--- src/rtl/rect_fetch.sv ---
// Rectangle descriptor fetcher: reads four consecutive ROM words for a feature
// index and presents them as one {x,y,w,h} descriptor under valid/ready.
module rect_fetch #(
  parameter int W_DATA = 5,
  parameter int W_ADDR = 14,
  parameter int W_FEAT = 12,
  parameter int N_FEAT = 52,
  parameter int WIN_W  = 24,
  parameter int WIN_H  = 24
) (
  input  logic              clk,
  input  logic              rst,
  input  logic              req_valid,
  output logic              req_ready,
  input  logic [W_FEAT-1:0] req_feat,
  output logic              rom_en,
  output logic [W_ADDR-1:0] rom_addr,
  input  logic [W_DATA-1:0] rom_data,
  output logic              rect_valid,
  input  logic              rect_ready,
  output logic [W_DATA-1:0] rect_x,
  output logic [W_DATA-1:0] rect_y,
  output logic [W_DATA-1:0] rect_w,
  output logic [W_DATA-1:0] rect_h,
  output logic              rect_err
);

  typedef enum logic [1:0] {S_IDLE, S_FETCH, S_DRAIN, S_HOLD} state_t;

  localparam logic [W_FEAT-1:0] N_FEAT_L = W_FEAT'(N_FEAT);
  localparam logic [W_DATA:0]   WIN_W_L  = (W_DATA+1)'(WIN_W);
  localparam logic [W_DATA:0]   WIN_H_L  = (W_DATA+1)'(WIN_H);

  state_t              state_q, state_d;
  logic [1:0]          iss_q, iss_d;
  logic [1:0]          cap_q, cap_d;
  logic                rom_en_q, rom_en_d;
  logic [W_ADDR-1:0]   rom_addr_q, rom_addr_d;
  logic                rect_valid_q, rect_valid_d;
  logic                rect_err_q, rect_err_d;
  logic [W_DATA-1:0]   rect_x_q, rect_x_d;
  logic [W_DATA-1:0]   rect_y_q, rect_y_d;
  logic [W_DATA-1:0]   rect_w_q, rect_w_d;
  logic [W_DATA-1:0]   rect_h_q, rect_h_d;

  logic [W_ADDR-1:0]   feat_addr;
  logic [W_DATA:0]     sum_xw;
  logic [W_DATA:0]     sum_yh;
  logic                capture;

  assign feat_addr = W_ADDR'(req_feat) << 2;
  // h is still on rom_data during DRAIN, so the y+h bound uses it directly
  assign sum_xw    = {1'b0, rect_x_q} + {1'b0, rect_w_q};
  assign sum_yh    = {1'b0, rect_y_q} + {1'b0, rom_data};

  always_comb begin
    state_d      = state_q;
    iss_d        = iss_q;
    cap_d        = cap_q;
    rom_en_d     = rom_en_q;
    rom_addr_d   = rom_addr_q;
    rect_valid_d = rect_valid_q;
    rect_err_d   = rect_err_q;
    rect_x_d     = rect_x_q;
    rect_y_d     = rect_y_q;
    rect_w_d     = rect_w_q;
    rect_h_d     = rect_h_q;
    capture      = 1'b0;

    case (state_q)
      S_IDLE: begin
        if (req_valid) begin
          if (req_feat < N_FEAT_L) begin
            state_d    = S_FETCH;
            rom_en_d   = 1'b1;
            rom_addr_d = feat_addr;
            iss_d      = '0;
            cap_d      = '0;
          end else begin
            state_d      = S_HOLD;
            rect_x_d     = '0;
            rect_y_d     = '0;
            rect_w_d     = '0;
            rect_h_d     = '0;
            rect_err_d   = 1'b1;
            rect_valid_d = 1'b1;
          end
        end
      end
      S_FETCH: begin
        capture = (iss_q != 2'd0);
        if (iss_q == 2'd3) begin
          rom_en_d = 1'b0;
          state_d  = S_DRAIN;
        end else begin
          rom_addr_d = rom_addr_q + W_ADDR'(1);
          iss_d      = iss_q + 2'd1;
        end
      end
      S_DRAIN: begin
        capture      = 1'b1;
        rect_err_d   = (sum_xw > WIN_W_L) | (sum_yh > WIN_H_L);
        rect_valid_d = 1'b1;
        state_d      = S_HOLD;
      end
      S_HOLD: begin
        if (rect_ready) begin
          rect_valid_d = 1'b0;
          state_d      = S_IDLE;
        end
      end
      default: state_d = S_IDLE;
    endcase

    if (capture) begin
      case (cap_q)
        2'd0:    rect_x_d = rom_data;
        2'd1:    rect_y_d = rom_data;
        2'd2:    rect_w_d = rom_data;
        default: rect_h_d = rom_data;
      endcase
      cap_d = cap_q + 2'd1;
    end
  end

  always_ff @(posedge clk) begin
    if (rst) begin
      state_q      <= S_IDLE;
      iss_q        <= '0;
      cap_q        <= '0;
      rom_en_q     <= 1'b0;
      rom_addr_q   <= '0;
      rect_valid_q <= 1'b0;
      rect_err_q   <= 1'b0;
      rect_x_q     <= '0;
      rect_y_q     <= '0;
      rect_w_q     <= '0;
      rect_h_q     <= '0;
    end else begin
      state_q      <= state_d;
      iss_q        <= iss_d;
      cap_q        <= cap_d;
      rom_en_q     <= rom_en_d;
      rom_addr_q   <= rom_addr_d;
      rect_valid_q <= rect_valid_d;
      rect_err_q   <= rect_err_d;
      rect_x_q     <= rect_x_d;
      rect_y_q     <= rect_y_d;
      rect_w_q     <= rect_w_d;
      rect_h_q     <= rect_h_d;
    end
  end

  assign req_ready  = (state_q == S_IDLE);
  assign rom_en     = rom_en_q;
  assign rom_addr   = rom_addr_q;
  assign rect_valid = rect_valid_q;
  assign rect_err   = rect_err_q;
  assign rect_x     = rect_x_q;
  assign rect_y     = rect_y_q;
  assign rect_w     = rect_w_q;
  assign rect_h     = rect_h_q;

endmodule

--- config.mk ---
export PLATFORM = sky130hd
export DESIGN_NAME = rect_fetch
export DESIGN_NICKNAME = d
export VERILOG_FILES = /design/src/rtl/rect_fetch.sv
export SDC_FILE = /design/constraint.sdc
export NUM_CORES = 1
export LEC_CHECK = 0
export CORE_MARGIN = 1.5
export CORE_UTILIZATION = 45
export CTS_BUF_LIST = sky130_fd_sc_hd__clkbuf_16
export DETAILED_ROUTE_END_ITERATION = 10
export MAX_ROUTING_LAYER = met4
export PLACE_DENSITY = 0.7
export SKIP_CTS_REPAIR_TIMING = 1
export SLEW_MARGIN = 20
export SYNTH_ARGS = -nofsm -noshare
export SYNTH_HDL_FRONTEND = slang
export SYNTH_SLANG_ARGS = --single-unit
--- constraint.sdc ---
create_clock -name clk -period 3.55 [get_ports clk]
set_clock_uncertainty 0.2 [all_clocks]
set_input_delay 0.8875 -clock clk [delete_from_list [all_inputs] [get_ports clk]]
set_output_delay 0.8875 -clock clk [all_outputs]
set_load 0.01 [all_outputs]
# After elaboration in Yosys (flattened, before gate mapping)

Index checks and enable logic that the tools add are counted.

Add/subtract/negate cells: 5
$lt $le $gt $ge: 3
Equal/unequal tests: 12
Multiplexer cells: 45
Bitwise logic cells: 1
Reductions and logical operators: 16

Operators with widths:

| kind                  | count |
|---|---|
| $mux 5                | 20 |
| $mux 14               | 3 |
| $pmux 14 s2           | 1 |
| $mux 2                | 9 |
| $add 14x1->14 const B | 1 |
| $add 5x5->6           | 2 |
| $gt 6x5->1 const B    | 2 |
| $lt 12x6->1 const B   | 1 |
| $reduce_and 4->1      | 3 |
| $reduce_bool 2->1     | 6 |
| $ne 2x2->1 const B    | 5 |
| $reduce_and 3->1      | 3 |
| $eq 2x2->1 const B    | 4 |
| $pmux 2 s4            | 1 |
| $mux 1                | 6 |
| $pmux 1 s2            | 3 |
| $add 2x1->2 const B   | 2 |
| $eq 2x1->1 const B    | 2 |
| $logic_not 2->1       | 2 |
| $pmux 2 s2            | 1 |
| $pmux 1 s3            | 1 |
| $reduce_bool 3->1     | 1 |
| $reduce_or 3->1       | 1 |
| $ne 2x1->1 const B    | 1 |
| $or 1x1->1            | 1 |

Bits in registers: 43
Input bits: 21
Output and inout bits: 38
Word-level logic and storage cells: 93

# Depth between registers and ports, before layout

Gate-level depths: netlist of run 1.

Word-level depth: 6
Depth in mapped cells: 10

# Worst setup path after synthesis of run 1

No wires, ideal clock.

Path kind: input port to flip-flop
Start point: input port req_feat[8]
End point: register rom_addr_q[8], in the netlist rom_addr[8]
Library setup time: 70 ps
Arrival: 2,743 ps
Required time: 3,280 ps
Setup slack: 537 ps
Stages: 5
Buffers on the path: 0
Cells stage by stage: or4_4 -> or4b_4 -> a22o_1 -> or4_1 -> a21oi_1

Longest elaborated chain between the ends: 3

RTL lines:

| element                           | line | RTL |
|---|---|---|
| from (decl)                       | 15   | `input logic [W_FEAT-1:0] req_feat,` |
| $lt 12x6->1                       | 73   | `if (req_feat < N_FEAT_L) begin` |
| $ne 2x1->1 (no source line)       | -    |  |
| $reduce_and 4->1 (no source line) | -    |  |
| to (signal assigned)              | 144  | `rom_addr_q <= rom_addr_d;` |
| to (decl)                         | 38   | `logic [W_ADDR-1:0] rom_addr_q, rom_addr_d;` |

Every way passes these cells.
A chain may end at the register's enable or synchronous reset.

# Final worst setup path of run 1

Start point: input port req_feat[7]
End point: register rom_addr_q[0], in the netlist rom_addr[0]

Same word-level chain as after synthesis.

==> reports/qor.txt, run 1 <==
XOR/XNOR Fraction of Synth Area = 1.39%
Average size of a mapped cell = 7.91 sq um
Die Area = 0.00605 sq mm
Vias per cell = 5.64
Worst-skew pair later-pin latency = 0.29 ns
Antenna Cells = 0
Setup TNS = 0 ns
HPWL after detailed placement = 4.62 mm
Crit path capture = rom_addr[0]
Hold Fails Final Rpt = 0
Main combinational cell family by area after synthesis = compound AO/OA/AOI/OAI gates
Via count = 2544
I/O pin cnt = 59
Period utilization = 90.4%
Synth warn = 0
Routed WL = 6.39 mm
Arrival @ worst endpoint = 3.23 ns
Maxcap violations = 0
Pin count of the biggest net entering global routing = 24
Sw frac = 35.6%
Adder-cell share of the synthesized area = 12.0%
Worst-margin pin slew = 0.637 ns
Pre-CTS WS = 0.0407 ns
Worst reg2reg endpoint = rom_addr[0]
Die Wd = 77.8 microns
ANT nets after route = 0
CTS Sinks = 43
Gate Count Post-Synth = 318
Gr ovfl total = 0
# rows = 27
Worst Hold Class = register to register
P&R area growth vs syn = 34.1%
Flop pwr share = 32.6%
CTS tree = done
Most frequent cell after synthesis = a21oi_1
Min cycle time layout = 3.21 ns
Primary FF master, synth = dfxtp_1
WL per Instance = 14.2 microns
Worst hold slack = 0.271 ns
Initial DRT Pass Iterations = 4
Synth Area in Compound Gates = 24.0%
Port buffer count = 58
Simple-gate share of the synthesized area = 23.2%
Largest cells by area after synthesis = dfxtp_1 34%, ha_1 10%, a21oi_1 9.2%, nand2_1 6.3%, nand3_1 5.8%
Logic pwr share = 38.3%
Top cells by count, synth = 46 x a21oi_1, 43 x dfxtp_1, 42 x nand2_1, 29 x nand3_1, 21 x ha_1
Fill cell count = 502
Async SR Flop Fraction = 0%
Layout cells sized above 1 = 6.33%
Overall Global Routing Usage = 23.1%
Critical path class = primary input to register
Clock buffer depth = 2
CTS Root Cell = clkbuf_16
Worst reg2reg path depth = 8
Worst Setup End Kind = register
Psw = 0.649 mW
Int Pwr = 1.18 mW
WL met2 = 2.98 mm
Die Ht = 77.8 microns
First-pass GRT wire length = 11.0 mm
Flops & latches, synth = 43
DRC = 0
Core region area = 0.00544 sq mm
Largest area contributor in the synthesized netlist = dfxtp_1
Final setup fails = 0
CP Launch Type = primary input
Initial antenna violation count = 0
Setup ws final = 0.341 ns
R2R setup slack = 0.95 ns
Syn nets = 362
Routed wl met3 = 327 microns
CTS buffer count = 5
CTS H-tree lvls = 2
F_max = 0.312 GHz
Status = finished, final reports clean
Reg area = 861 sq um
Reg clk slew, reported paths = 0.06 ns
Pwr Density = 541 mW/mm^2
Area of the multi-input gates = 0.00154 sq mm
Lkg Pwr = 1.29 nW
Vias in the first global route = 2387
Slew Viols, Final = 0
Peak supply drop = 0.308 mV
CP Max Fanout = 15
Clock power share = 29.1%
Starting Density = 46.2%
Worst hold start = rect_h[0]
Data required time at the worst endpoint = 3.57 ns
Violation count after the first detailed-route iteration = 154
Yosys cell types = 50
Placer Congestion = 0.858
Top sig layer = met4
Routed length on met1 = 2.99 mm
Crit path from = req_feat[7]
Rel. slew slack = 57.5%
Synth Cell Area = 0.00251 sq mm
RSZ-0062 raised after global routing = false
Post-synth EDFFs = 0
Area share of the largest cell type after synthesis = 34.2%
Seq/Total Area, Yosys = 34.2%
Mux contribution to synthesized area = 0.398%
Final #Nets = 422
Worst R2R Start = state_q[0]
## power by group through the flow
stage | logic, mW | registers (mW) | clock network (mW)
2_1_floorplan | 0.437 | 0.612 | 0
3_3_place_gp | 0.685 | 0.603 | 0
3_5_place_dp | 0.691 | 0.604 | 0
4_1_cts | 0.698 | 0.595 | 0.541
5_1_grt | 0.779 | 0.605 | 0.558
6_report | 0.699 | 0.595 | 0.531
## metal layers
| layer | vias to the layer above | track usage (%) |
|---|---|---|
| met5 | - | - |
| met4 | 0 | 7.64 |
| met3 | 9 | 4.35 |
| met2 | 68 | 37.3 |
| met1 | 1196 | 29.1 |
| li1 | 1271 | - |
## worst min path at each step
stage / to / slack [ns] / cells after the start
global placement: rect_valid / 0.26 / 2
global route: rect_h[0] / 0.29 / 2
detailed placement: rect_h[2] / 0.26 / 2
floorplan: iss_q[1] / 0.25 / 2
finish: rect_h[0] / 0.27 / 2
CTS: rect_h[2] / 0.27 / 2
## through the flow
step                      std cells  instance area (sq um)  total power [mW]  util, %
final                           451                   3370              1.83     62.0
after global routing            451                   3370              1.94     62.0
after CTS                       451                   3370              1.83     62.0
after detailed placement        443                   3200              1.30     58.9
after global placement          443                   3200              1.29     58.9
after floorplan                 318                   2510              1.05        -
## flip-flops by register name, indices dropped and copies added (netlist names)
signal	cells
rect_err	1
rom_en	1
state_q	2
rect_h	5
rect_y	5
rom_addr	14
rect_x	5
cap_q	2
rect_w	5
rect_valid	1
iss_q	2
## critical path, stage by stage
cell	delay, ns
clkdlybuf4s50_1	0.42
or4_4	0.53
or4b_4	0.53
a22o_1	0.23
buf_4	0.19
or3_1	0.31
a21oi_1	0.13
## cell families (layout without fill, tap and decap cells)
logic type,after synthesis,after routing
muxes,1,1
buffers and inverters,29,90
xor gates and xnor gates,4,4
and+or+nand+nor,120,120
DFF,43,43
AOI/OAI and AO/OA,98,98
adders and majority gates,23,23
## area by class of cell
cell class              count  share of cell area, %
clock buffers               5                   3.71
clock inverters             3                   1.30
inverters                  13                   1.45
multi-input cells         246                   45.7
flip-flops and latches     43                   25.5
well taps                  72                   2.67
repair buffers             69                   19.7
## cell usage in the layout (no fill, tap or decap), drive strengths merged, types with 4 or more instances in the layout
cell type	Yosys	layout
o32ai	4	4
inv	13	13
ha	21	21
o21ai	17	17
a211oi	6	6
nand3	29	29
clkbuf	12	5
clkdlybuf4s50	0	58
nand2b	4	4
and2	6	6
nor2	19	19
nand2	42	42
dfxtp	43	43
a21oi	46	46
buf	4	11
No activity file was read; power rests on OpenSTA's default activity.
==> run 2, diff against run 1 <==
--- a/config.mk
+++ b/config.mk
@@ -9,8 +9,9 @@
 export CORE_UTILIZATION = 45
 export CTS_BUF_LIST = sky130_fd_sc_hd__clkbuf_16
 export DETAILED_ROUTE_END_ITERATION = 10
+export DONT_BUFFER_PORTS = 1
 export MAX_ROUTING_LAYER = met4
-export PLACE_DENSITY = 0.7
+export PLACE_DENSITY = 0.57
 export SKIP_CTS_REPAIR_TIMING = 1
 export SLEW_MARGIN = 20
 export SYNTH_ARGS = -nofsm -noshare
==> run 2 against run 1 <==
  * Via count is 13% lower
  * Maximum frequency is 8.0% higher
  * Setup slack better by 0.24 ns
  * Sequential share of layout area is 6.0 points higher
  * Flip-flop and latch count stayed put
  * Total power is 11% lower
  * Sequential power is 4.0% higher
  * Clock power is 13% lower
  * Final area is 19% lower
  * Global-route usage is 2.6 points lower
  * Die area stayed put
==> reports/qor.txt, run 2 (same netlist as run 1, synthesis figures left out) <==
Status = finished, final reports clean
Rel. slew slack = 57.6% (+0.17 points)
Leading cell type in the layout, fill and taps excluded = a21oi_1
CTS buffer count = 5 (unchanged)
Setup TNS = 0 ns (unchanged)
WL per Instance = 15.5 microns (+9.2%)
Max FFs per register = 14 (unchanged)
Final #Nets = 358 (-15%)
CTS tree = done
Worst-margin pin slew = 0.635 ns (-0.00260 ns)
Pin count of the biggest net entering global routing = 46 (+92%)
Die Area = 0.00605 sq mm (unchanged)
Psw = 0.614 mW (-5.4%)
Violation count after the first detailed-route iteration = 120 (-22%)
P&R area growth vs syn = 8.41%
ANT nets after route = 0 (unchanged)
Period utilization = 83.7% (-6.7 points)
DRC = 0 (unchanged)
CP peak stage delay = 0.56 ns (+0.03 ns)
Final setup fails = 0 (unchanged)
Routed WL = 5.99 mm (-6.3%)
Via count = 2219 (-13%)
Lkg Pwr = 1.03 nW (-20%)
Most frequent cells in the layout = 46 x a21oi_1, 43 x dfxtp_1, 42 x nand2_1, 29 x nand3_1, 21 x ha_1
Port buffer count = 0 (-100%)
Slowest CP cell = or4b_4
Pwr Density = 594 mW/mm^2 (+9.7%)
CP Max Fanout = 11 (-4)
Worst Setup End Kind = register
Sw frac = 37.9% (+2.4 points)
Data required time at the worst endpoint = 3.56 ns (about the same)
Critical path class = primary input to register
Initial antenna violation count = 0 (unchanged)
Critical path buffers and inverters = 0 (-2)
Core region area = 0.00544 sq mm (unchanged)
First-pass GRT wire length = 9.86 mm (-10%)
Worst hold slack = 0.266 ns (-0.00497 ns)
F_max = 0.336 GHz (+8.0%)
Placer Congestion = 0.764 (-11%)
Peak supply drop = 0.308 mV (-0.10%)
Final instance area = 0.00273 sq mm (-19%)
Die Ht = 77.8 microns (unchanged)
CTS Sinks = 43 (unchanged)
Slew Viols, Final = 0 (unchanged)
CP Launch Type = primary input
RSZ-0062 raised after global routing = false
Min cycle time layout = 2.97 ns (-0.237 ns)
Logic pwr share = 33.3% (-5.0 points)
Worst Hold Class = register to register
I/O pin cnt = 59 (unchanged)
Maxcap violations = 0 (unchanged)
CTS Root Cell = clkbuf_16
Gr ovfl total = 0 (unchanged)
Clock power share = 28.5% (-0.6 points)
Critical path's top delay family = simple AND/OR/NAND/NOR gates
Dpl cell area = 0.00258 sq mm (-20%)
Clock buffer depth = 2 (unchanged)
Initial DRT Pass Iterations = 4 (unchanged)
Antenna Cells = 0 (unchanged)
Vias in the first global route = 2054 (-14%)
Vias per cell = 5.73 (+1.6%)
# rows = 27 (unchanged)
Reg clk slew, reported paths = 0.06 ns (about the same)
Worst-skew pair later-pin latency = 0.28 ns (about the same)
Arrival @ worst endpoint = 2.99 ns (-0.24 ns)
Overall Global Routing Usage = 20.6% (-2.6 points)
Critical Path, Cell by Cell = or4_4, or4b_4, a22o_1, or4_1, a21oi_1
CTS H-tree lvls = 2 (unchanged)
Flop pwr share = 38.2% (+5.6 points)
Layout cells sized above 1 = 5.71% (-0.62 points)
Hold Fails Final Rpt = 0 (unchanged)
HPWL after detailed placement = 4.34 mm (-6.1%)
Pwr Total = 1.62 mW (-11%)
Starting Density = 46.2% (unchanged)
Int Pwr = 1.00 mW (-15%)
Die Wd = 77.8 microns (unchanged)
-- run 2: cell types whose count changed in the layout (fill, tap and decap cells not counted), sizes merged --
cell / delta
clkinv: -2
inv: +1
clkdlybuf4s50: -58
bufinv: -1
buf: -6
clkinvlp: +2
-- run 2: per-stage QoR --
step                util (%)  instances  setup slack [ns]
detailed placement      47.4        379             0.293
global placement        47.4        379             0.331
floorplan                  -        318             0.537
global route            50.1        387             0.492
finish                  50.1        387             0.578
CTS                     50.1        387             0.588
-- run 2: path summary, 6_finish.rpt --
kind,startpoint,endpoint,slack [ns],depth (start not counted)
worst max-delay path,req_feat[8],rom_addr[8],0.58,5
worst min-delay path,iss_q[0],iss_q[0],0.27,2
worst max register to register,state_q[0],rom_addr[8],0.71,7
worst min register to register,iss_q[0],iss_q[0],0.27,2
-- run 2: final cells by class --
class                           count  area (sq um)
Sequential cell                    43           861
Fill cell                         536          2710
Timing Repair Buffer                5          37.5
Clock buffer                        5           125
Multi-Input combinational cell    246          1540
Inverter                           13          48.8
Clock inverter                      3          23.8
Tap cell                           72          90.1
-- run 2: worst min-delay path: stages (launching register included) --
cell,delay [ns]
dfxtp_1,0.32
nand2_1,0.06
a21oi_1,0.05
-- run 2: metal layers --
layer | vias up | wire [microns] | track usage [%] | share of wire, %
met1 | 1026 | 2730 | 25.0 | 46
li1 | 1142 | - | - | -
met4 | 0 | 24 | 4.36 | 0.40
met2 | 49 | 2900 | 34.2 | 48
met5 | - | 0 | - | 0
met3 | 2 | 334 | 5.41 | 5.6
-- run 2: power groups by stage --
stage          logic, mW  clock network (mW)  registers, mW
2_1_floorplan      0.437                   0          0.612
3_3_place_gp       0.536                   0          0.629
3_5_place_dp       0.540                   0          0.630
4_1_cts            0.543               0.474          0.618
5_1_grt            0.619               0.488          0.630
6_report           0.540               0.461          0.619
